[src/rtl/mem_port_arbiter_pkg.sv]
// mem_port_arbiter_pkg: owner tags, default parameters and the wait-counter width helper
package mem_port_arbiter_pkg;
  typedef enum logic [1:0] {
    OWN_NONE = 2'd0,
    OWN_IFU  = 2'd1,
    OWN_DAT  = 2'd2,
    OWN_VID  = 2'd3
  } own_t;
  localparam int ADDR_W_DEF       = 16;
  localparam int DATA_W_DEF       = 32;
  localparam int RD_LAT_DEF       = 2;
  localparam int VID_MAX_WAIT_DEF = 3;
  // A zero max wait still needs a one-bit counter so the compare stays legal.
  function automatic int wait_w(input int max_wait);
    return max_wait > 0 ? $clog2(max_wait + 1) : 1;
  endfunction
endpackage

[src/rtl/mem_port_arbiter_if.sv]
// mem_port_arbiter_if: requester handshakes plus the single memory port
interface mem_port_arbiter_if #(
  parameter int ADDR_W = 16,
  parameter int DATA_W = 32
);
  logic              ifu_req, ifu_gnt, ifu_rvalid;
  logic [ADDR_W-1:0] ifu_addr;
  logic [DATA_W-1:0] ifu_rdata;
  logic              dat_req, dat_we, dat_gnt, dat_rvalid;
  logic [ADDR_W-1:0] dat_addr;
  logic [DATA_W-1:0] dat_wdata, dat_rdata;
  logic              vid_req, vid_gnt, vid_rvalid;
  logic [ADDR_W-1:0] vid_addr;
  logic [DATA_W-1:0] vid_rdata;
  logic              mem_en, mem_we;
  logic [ADDR_W-1:0] mem_addr;
  logic [DATA_W-1:0] mem_wdata, mem_rdata;
  modport slave (
    input  ifu_req, ifu_addr, dat_req, dat_we, dat_addr, dat_wdata, vid_req, vid_addr, mem_rdata,
    output ifu_gnt, ifu_rvalid, ifu_rdata, dat_gnt, dat_rvalid, dat_rdata,
           vid_gnt, vid_rvalid, vid_rdata, mem_en, mem_we, mem_addr, mem_wdata
  );
  modport master (
    output ifu_req, ifu_addr, dat_req, dat_we, dat_addr, dat_wdata, vid_req, vid_addr, mem_rdata,
    input  ifu_gnt, ifu_rvalid, ifu_rdata, dat_gnt, dat_rvalid, dat_rdata,
           vid_gnt, vid_rvalid, vid_rdata, mem_en, mem_we, mem_addr, mem_wdata
  );
endinterface

[src/rtl/mem_port_arbiter_rd_tag_pipe.sv]
// rd_tag_pipe: owner-tag shift register matching the memory read latency
module rd_tag_pipe
  import mem_port_arbiter_pkg::*;
#(
  parameter int RD_LAT = 2
) (
  input  logic clk,
  input  logic reset,
  input  own_t in_tag,
  output own_t out_tag
);
  own_t r_pipe [RD_LAT];
  // Shift one tag per cycle; reset drops every in-flight read.
  always_ff @(posedge clk or posedge reset) begin
    if (reset) begin
      for (int k = 0; k < RD_LAT; k++) r_pipe[k] <= OWN_NONE;
    end else begin
      r_pipe[0] <= in_tag;
      for (int k = 1; k < RD_LAT; k++) r_pipe[k] <= r_pipe[k-1];
    end
  end
  assign out_tag = r_pipe[RD_LAT-1];
endmodule

[src/rtl/mem_port_arbiter.sv]
// mem_port_arbiter: single-port memory arbiter for fetch, load/store and video with bounded video wait
module mem_port_arbiter
  import mem_port_arbiter_pkg::*;
#(
  parameter int ADDR_W       = ADDR_W_DEF,
  parameter int DATA_W       = DATA_W_DEF,
  parameter int RD_LAT       = RD_LAT_DEF,
  parameter int VID_MAX_WAIT = VID_MAX_WAIT_DEF
) (
  input logic                clk,
  input logic                reset,
  mem_port_arbiter_if.slave  bus
);
  localparam int VW = wait_w(VID_MAX_WAIT);
  logic [VW-1:0] r_vid_wait;
  logic          w_vid_urgent, w_ifu_gnt, w_dat_gnt, w_vid_gnt;
  own_t          w_in_tag, w_out_tag;
  // Fixed priority dat > ifu > vid, overridden by video once it has waited its limit.
  always_comb begin
    w_vid_urgent = bus.vid_req && (r_vid_wait == VW'(VID_MAX_WAIT));
    w_dat_gnt    = !reset && bus.dat_req && !w_vid_urgent;
    w_ifu_gnt    = !reset && bus.ifu_req && !bus.dat_req && !w_vid_urgent;
    w_vid_gnt    = !reset && bus.vid_req && (w_vid_urgent || (!bus.dat_req && !bus.ifu_req));
    w_in_tag     = (w_dat_gnt && !bus.dat_we) ? OWN_DAT :
                   w_ifu_gnt ? OWN_IFU : w_vid_gnt ? OWN_VID : OWN_NONE;
  end
  // Count refused video cycles, saturating at the limit.
  always_ff @(posedge clk or posedge reset) begin
    if (reset) r_vid_wait <= '0;
    else if (!bus.vid_req || w_vid_gnt) r_vid_wait <= '0;
    else if (r_vid_wait != VW'(VID_MAX_WAIT)) r_vid_wait <= r_vid_wait + 1'b1;
  end
  rd_tag_pipe #(.RD_LAT(RD_LAT)) u_tag_pipe (
    .clk     (clk),
    .reset   (reset),
    .in_tag  (w_in_tag),
    .out_tag (w_out_tag)
  );
  assign bus.ifu_gnt    = w_ifu_gnt;
  assign bus.dat_gnt    = w_dat_gnt;
  assign bus.vid_gnt    = w_vid_gnt;
  assign bus.mem_en     = w_ifu_gnt || w_dat_gnt || w_vid_gnt;
  assign bus.mem_we     = w_dat_gnt && bus.dat_we;
  assign bus.mem_addr   = w_dat_gnt ? bus.dat_addr : w_ifu_gnt ? bus.ifu_addr :
                          w_vid_gnt ? bus.vid_addr : '0;
  assign bus.mem_wdata  = w_dat_gnt ? bus.dat_wdata : '0;
  assign bus.ifu_rvalid = !reset && w_out_tag == OWN_IFU;
  assign bus.dat_rvalid = !reset && w_out_tag == OWN_DAT;
  assign bus.vid_rvalid = !reset && w_out_tag == OWN_VID;
  assign bus.ifu_rdata  = bus.ifu_rvalid ? bus.mem_rdata : '0;
  assign bus.dat_rdata  = bus.dat_rvalid ? bus.mem_rdata : '0;
  assign bus.vid_rdata  = bus.vid_rvalid ? bus.mem_rdata : '0;
endmodule

[src/flat_wrapper.sv]
// flat-port wrapper written by rule: the top's interface ports become plain ports
module mem_port_arbiter_flat import mem_port_arbiter_pkg::*;
#(
  parameter int ADDR_W       = ADDR_W_DEF,
  parameter int DATA_W       = DATA_W_DEF,
  parameter int RD_LAT       = RD_LAT_DEF,
  parameter int VID_MAX_WAIT = VID_MAX_WAIT_DEF
)
  (clk, reset, bus_ifu_req, bus_ifu_addr, bus_dat_req, bus_dat_we, bus_dat_addr, bus_dat_wdata, bus_vid_req, bus_vid_addr, bus_mem_rdata, bus_ifu_gnt, bus_ifu_rvalid, bus_ifu_rdata, bus_dat_gnt, bus_dat_rvalid, bus_dat_rdata, bus_vid_gnt, bus_vid_rvalid, bus_vid_rdata, bus_mem_en, bus_mem_we, bus_mem_addr, bus_mem_wdata);
  mem_port_arbiter_if #(.ADDR_W(ADDR_W), .DATA_W(DATA_W)) bus_i ();
  input logic clk;
  input logic reset;
  input wire logic [$bits(bus_i.ifu_req)-1:0] bus_ifu_req;
  input wire logic [$bits(bus_i.ifu_addr)-1:0] bus_ifu_addr;
  input wire logic [$bits(bus_i.dat_req)-1:0] bus_dat_req;
  input wire logic [$bits(bus_i.dat_we)-1:0] bus_dat_we;
  input wire logic [$bits(bus_i.dat_addr)-1:0] bus_dat_addr;
  input wire logic [$bits(bus_i.dat_wdata)-1:0] bus_dat_wdata;
  input wire logic [$bits(bus_i.vid_req)-1:0] bus_vid_req;
  input wire logic [$bits(bus_i.vid_addr)-1:0] bus_vid_addr;
  input wire logic [$bits(bus_i.mem_rdata)-1:0] bus_mem_rdata;
  output wire logic [$bits(bus_i.ifu_gnt)-1:0] bus_ifu_gnt;
  output wire logic [$bits(bus_i.ifu_rvalid)-1:0] bus_ifu_rvalid;
  output wire logic [$bits(bus_i.ifu_rdata)-1:0] bus_ifu_rdata;
  output wire logic [$bits(bus_i.dat_gnt)-1:0] bus_dat_gnt;
  output wire logic [$bits(bus_i.dat_rvalid)-1:0] bus_dat_rvalid;
  output wire logic [$bits(bus_i.dat_rdata)-1:0] bus_dat_rdata;
  output wire logic [$bits(bus_i.vid_gnt)-1:0] bus_vid_gnt;
  output wire logic [$bits(bus_i.vid_rvalid)-1:0] bus_vid_rvalid;
  output wire logic [$bits(bus_i.vid_rdata)-1:0] bus_vid_rdata;
  output wire logic [$bits(bus_i.mem_en)-1:0] bus_mem_en;
  output wire logic [$bits(bus_i.mem_we)-1:0] bus_mem_we;
  output wire logic [$bits(bus_i.mem_addr)-1:0] bus_mem_addr;
  output wire logic [$bits(bus_i.mem_wdata)-1:0] bus_mem_wdata;
  assign bus_i.ifu_req = bus_ifu_req;
  assign bus_i.ifu_addr = bus_ifu_addr;
  assign bus_i.dat_req = bus_dat_req;
  assign bus_i.dat_we = bus_dat_we;
  assign bus_i.dat_addr = bus_dat_addr;
  assign bus_i.dat_wdata = bus_dat_wdata;
  assign bus_i.vid_req = bus_vid_req;
  assign bus_i.vid_addr = bus_vid_addr;
  assign bus_i.mem_rdata = bus_mem_rdata;
  assign bus_ifu_gnt = bus_i.ifu_gnt;
  assign bus_ifu_rvalid = bus_i.ifu_rvalid;
  assign bus_ifu_rdata = bus_i.ifu_rdata;
  assign bus_dat_gnt = bus_i.dat_gnt;
  assign bus_dat_rvalid = bus_i.dat_rvalid;
  assign bus_dat_rdata = bus_i.dat_rdata;
  assign bus_vid_gnt = bus_i.vid_gnt;
  assign bus_vid_rvalid = bus_i.vid_rvalid;
  assign bus_vid_rdata = bus_i.vid_rdata;
  assign bus_mem_en = bus_i.mem_en;
  assign bus_mem_we = bus_i.mem_we;
  assign bus_mem_addr = bus_i.mem_addr;
  assign bus_mem_wdata = bus_i.mem_wdata;
  mem_port_arbiter #(.ADDR_W(ADDR_W), .DATA_W(DATA_W), .RD_LAT(RD_LAT), .VID_MAX_WAIT(VID_MAX_WAIT)) u_core (.clk(clk), .reset(reset), .bus(bus_i));
endmodule
[config.mk]
export PLATFORM = sky130hd
export DESIGN_NAME = mem_port_arbiter_flat
export DESIGN_NICKNAME = d
export VERILOG_FILES = /design/src/rtl/mem_port_arbiter_pkg.sv /design/src/rtl/mem_port_arbiter_if.sv /design/src/rtl/mem_port_arbiter_rd_tag_pipe.sv /design/src/rtl/mem_port_arbiter.sv /design/src/flat_wrapper.sv
export SDC_FILE = /design/constraint.sdc
export NUM_CORES = 1
export LEC_CHECK = 0
export ABC_AREA = 0
export BUFFER_PORTS_ARGS = -buffer_cell sky130_fd_sc_hd__buf_4
export CAP_MARGIN = 25
export CORE_AREA = 2 2 106 108
export CTS_CLUSTER_DIAMETER = 80
export DETAILED_ROUTE_END_ITERATION = 8
export DIE_AREA = 0 0 108 110
export SLEW_MARGIN = 20
export SYNTH_ARGS = -nofsm -noshare
export SYNTH_HDL_FRONTEND = slang
export SYNTH_SLANG_ARGS = --single-unit
[constraint.sdc]
create_clock -name clk -period 5 [get_ports clk]
set_input_delay 1 -clock clk [delete_from_list [all_inputs] [get_ports clk]]
set_output_delay 1 -clock clk [all_outputs]
set_load 0.02 [all_outputs]
==> flow_summary_export.csv <==
group,metric,value,unit
status,outcome,"finished, final reports clean",
synth,syn_inst,253,
synth,ys_seq_area_frac,0.0857,
setup_path,cp_num_cells,5,
floorplanning,die_x,108,um
setup_path,endpoint_kind,"output pin",
sta,worst_slack,1.51,ns
layout,post-route-util,0.358,
clock_tree,clock_latency,0.22,ns
placement,dpl.hpwl,7730,um
synth,yosys_warnings,0,
setup_path,cp_slowest_stage_delay,0.58,ns
setup_path,crit_family,"compound AO/OA/AOI/OAI gates",
sta,clock_skew,0.000136,ns
floorplanning,die_y,110,um
layout,area_growth,118,%
worst_hold_path,min_path_type,"reg -> reg",
synth,synthesis.area,1750,um^2
clock_tree,cts-htree-levels,1,
placement,place_congestion,0.784,
pwr,pwr_density_cell,112,nW/um^2
sta,rsz0062_at_grt,"false",
layout,layout-drive-gt1-share,0.585,
synth,synth_nets,372,
sta,max_freq,287,MHz
setup_path,r2r_end,"u_core.u_tag_pipe.r_pipe[3]",
placement,dp_slack,1.49,ns
sta,setup-violations-final,0,
synth,ys.flop_type,"dfrtp_1",
sta,hold_violations,0,
layout,antenna_cells,0,
grt,grt_max_degree,56,
floorplanning,rows,38,
route,wl,9510,um
clock_tree,cts_hold_buffers,0,
setup_path,regToRegSetupSlack,2.93,ns
grt,grt_antenna_before_repair,0,
grt,grt_overflow,0,
route,drc_errors,0,
sta,period_minus_slack,3.49,ns
setup_path,cp_cell_sequence,"buf_4, a21oi_4, nand2_4, o22a_1, buf_4",
synth,synth_edf_count,0,
clock_tree,root_buffer,"clkbuf_8",
synth,synth_async_sr_flop_share,1.00,
synth,avgSynthCellArea,6.92,um^2
sta,worst_slew_pin_slew,0.983,ns
route,antenna_left,0,
setup_path,start_kind,"input pin",
sta,whs,0.343,ns
setup_path,critPathMaxFanout,34,
floorplanning,io_pins,270,
layout,n_fill_cell,1137,
layout,fin_nets,620,
pwr,power.leakage,2.27,nW
route,num_vias,2746,
route,dr.pass1.iters,4,
clock_tree,cts_tree,"done",
pwr,ir_worst_vdd,0.0549,mV
setup_path,startpoint,"reset",
clock_tree,cts_setup_buffers,0,
clock_tree,cts-resized-gates,0,
setup_path,crit_path_end,"bus_mem_addr[8]",
setup_path,worst-setup-path-type,"in -> out",
setup_path,worst_ep_arrival_time,2.49,ns
floorplanning,die_area,11900,um^2
setup_path,critPathMostFrequentCell,"buf_4",
clock_tree,cts_num_sinks,6,
setup_path,rr_startpoint,"u_core.r_vid_wait[0]",
clock_tree,path_clk_slew,0.04,ns
route,wire_per_inst,14.9,um
grt,grt_pass1_wl,12800,um
route,vias_per_cell,4.30,
synth,synth-seq-cells,6,
sta,drv_slew,0,
floorplanning,core,10700,um^2
sta,maxSlewHeadroom,0.344,
setup_path,critPathRequiredTime,4.00,ns
sta,tns,0,ns
setup_path,r2r_cells,4,
clock_tree,cts_buffers,3,
synth,synth.distinct_cells,31,
placement,port_buffers,269,
floorplanning,initial_utilization,0.164,
setup_path,cp_num_buf_inv,2,
grt,grt.total_usage,0.139,
clock_tree,cts_max_path_buffers,2,
sta,post-route-period-util,0.698,
job,max_cap_viol_count,0,
route,drtIter0Drc,154,
setup_path,critPathSlowestCell,"a21oi_4",
grt,grt_pass1_vias,2459,
[cells in the mapped netlist (2+ instances only)]
cell type  count  area share
buf_2          5       0.014
dfrtp_1        6       0.086
and2_2         2      0.0086
clkbuf_1       8       0.017
nor3b_4        2       0.021
buf_6          7       0.045
nor3_1         2      0.0057
inv_1          3      0.0064
and2_1        96        0.34
and3_2         8       0.034
a21oi_1       16       0.046
o22a_1        16       0.080
and3_1        42        0.15
nor2_1        18       0.039
clkbuf_2       6       0.017
[state kept, by name, indices dropped and copies added (netlist names)]
| signal | count |
|---|---|
| u_core.r_vid_wait | 2 |
| u_core.u_tag_pipe.out_tag | 2 |
| u_core.u_tag_pipe.r_pipe | 2 |
[cell usage in the layout, fill, tap and decap left out, types with 2 or more instances in the layout]
| cell type | n |
|---|---|
| nor2_1 | 18 |
| and3_2 | 8 |
| buf_4 | 269 |
| and2_1 | 96 |
| clkbuf_8 | 3 |
| o22a_1 | 16 |
| a21oi_1 | 16 |
| and3_1 | 42 |
| inv_1 | 3 |
| dfrtp_1 | 6 |
| nor3_1 | 2 |
| and2_2 | 2 |
| nor3b_4 | 2 |
[area by class of cell]
type                            count  area, um^2  area share
Inverter                            4        15.0     0.00392
Sequential cell                     6         150      0.0392
Timing Repair Buffer              270        2030       0.531
Multi-Input combinational cell    216        1420       0.370
Clock buffer                        3        41.3      0.0108
Tap cell                          140         175      0.0458
[worst min-delay path by stage]
stage	slack [ns]	from	endpoint	depth (start not counted)
after floorplan	0.33	u_core.u_tag_pipe.r_pipe[2]	u_core.u_tag_pipe.out_tag[0]	0
after global placement	0.33	u_core.u_tag_pipe.r_pipe[2]	u_core.u_tag_pipe.out_tag[0]	0
after detailed placement	0.34	u_core.u_tag_pipe.r_pipe[2]	u_core.u_tag_pipe.out_tag[0]	0
after CTS	0.34	u_core.u_tag_pipe.r_pipe[2]	u_core.u_tag_pipe.out_tag[0]	0
after global routing	0.35	u_core.u_tag_pipe.r_pipe[3]	u_core.u_tag_pipe.out_tag[1]	0
final	0.34	u_core.u_tag_pipe.r_pipe[2]	u_core.u_tag_pipe.out_tag[0]	0
[cells by family (layout without fill, tap and decap cells)]
group                      after synthesis  after routing  share of synthesized area
buffers and inverters                   31            277                      0.106
adders and majority gates                1              1                    0.00714
and+or+nand+nor                        175            175                      0.628
AOI/OAI and AO/OA                       39             39                      0.167
muxes                                    1              1                    0.00571
DFF                                      6              6                     0.0857
[stage by stage]
step / power, W / std cells / cell area, um^2
after global placement: 0.000355 / 635 / 3770
after floorplan: 0.000208 / 253 / 1750
after CTS: 0.000434 / 638 / 3820
after global routing: 0.000455 / 639 / 3830
final: 0.000429 / 639 / 3830
after detailed placement: 0.000358 / 635 / 3770
[metal layers]
layer	part of all wire	vias up	track usage
met2	0.53	177	0.274
met3	0.098	12	0.0235
met5	0	-	0
met1	0.36	1211	0.149
met4	0.018	0	0.0440
li1	-	1346	-
[power breakdown]
part           internal, W  switching (W)  leakage, nW
combinational     0.000150       0.000148         2.17
clock            0.0000517      0.0000213       0.0216
sequential       0.0000538     0.00000336       0.0785
Note: power is estimated with default switching activity, not from simulation.
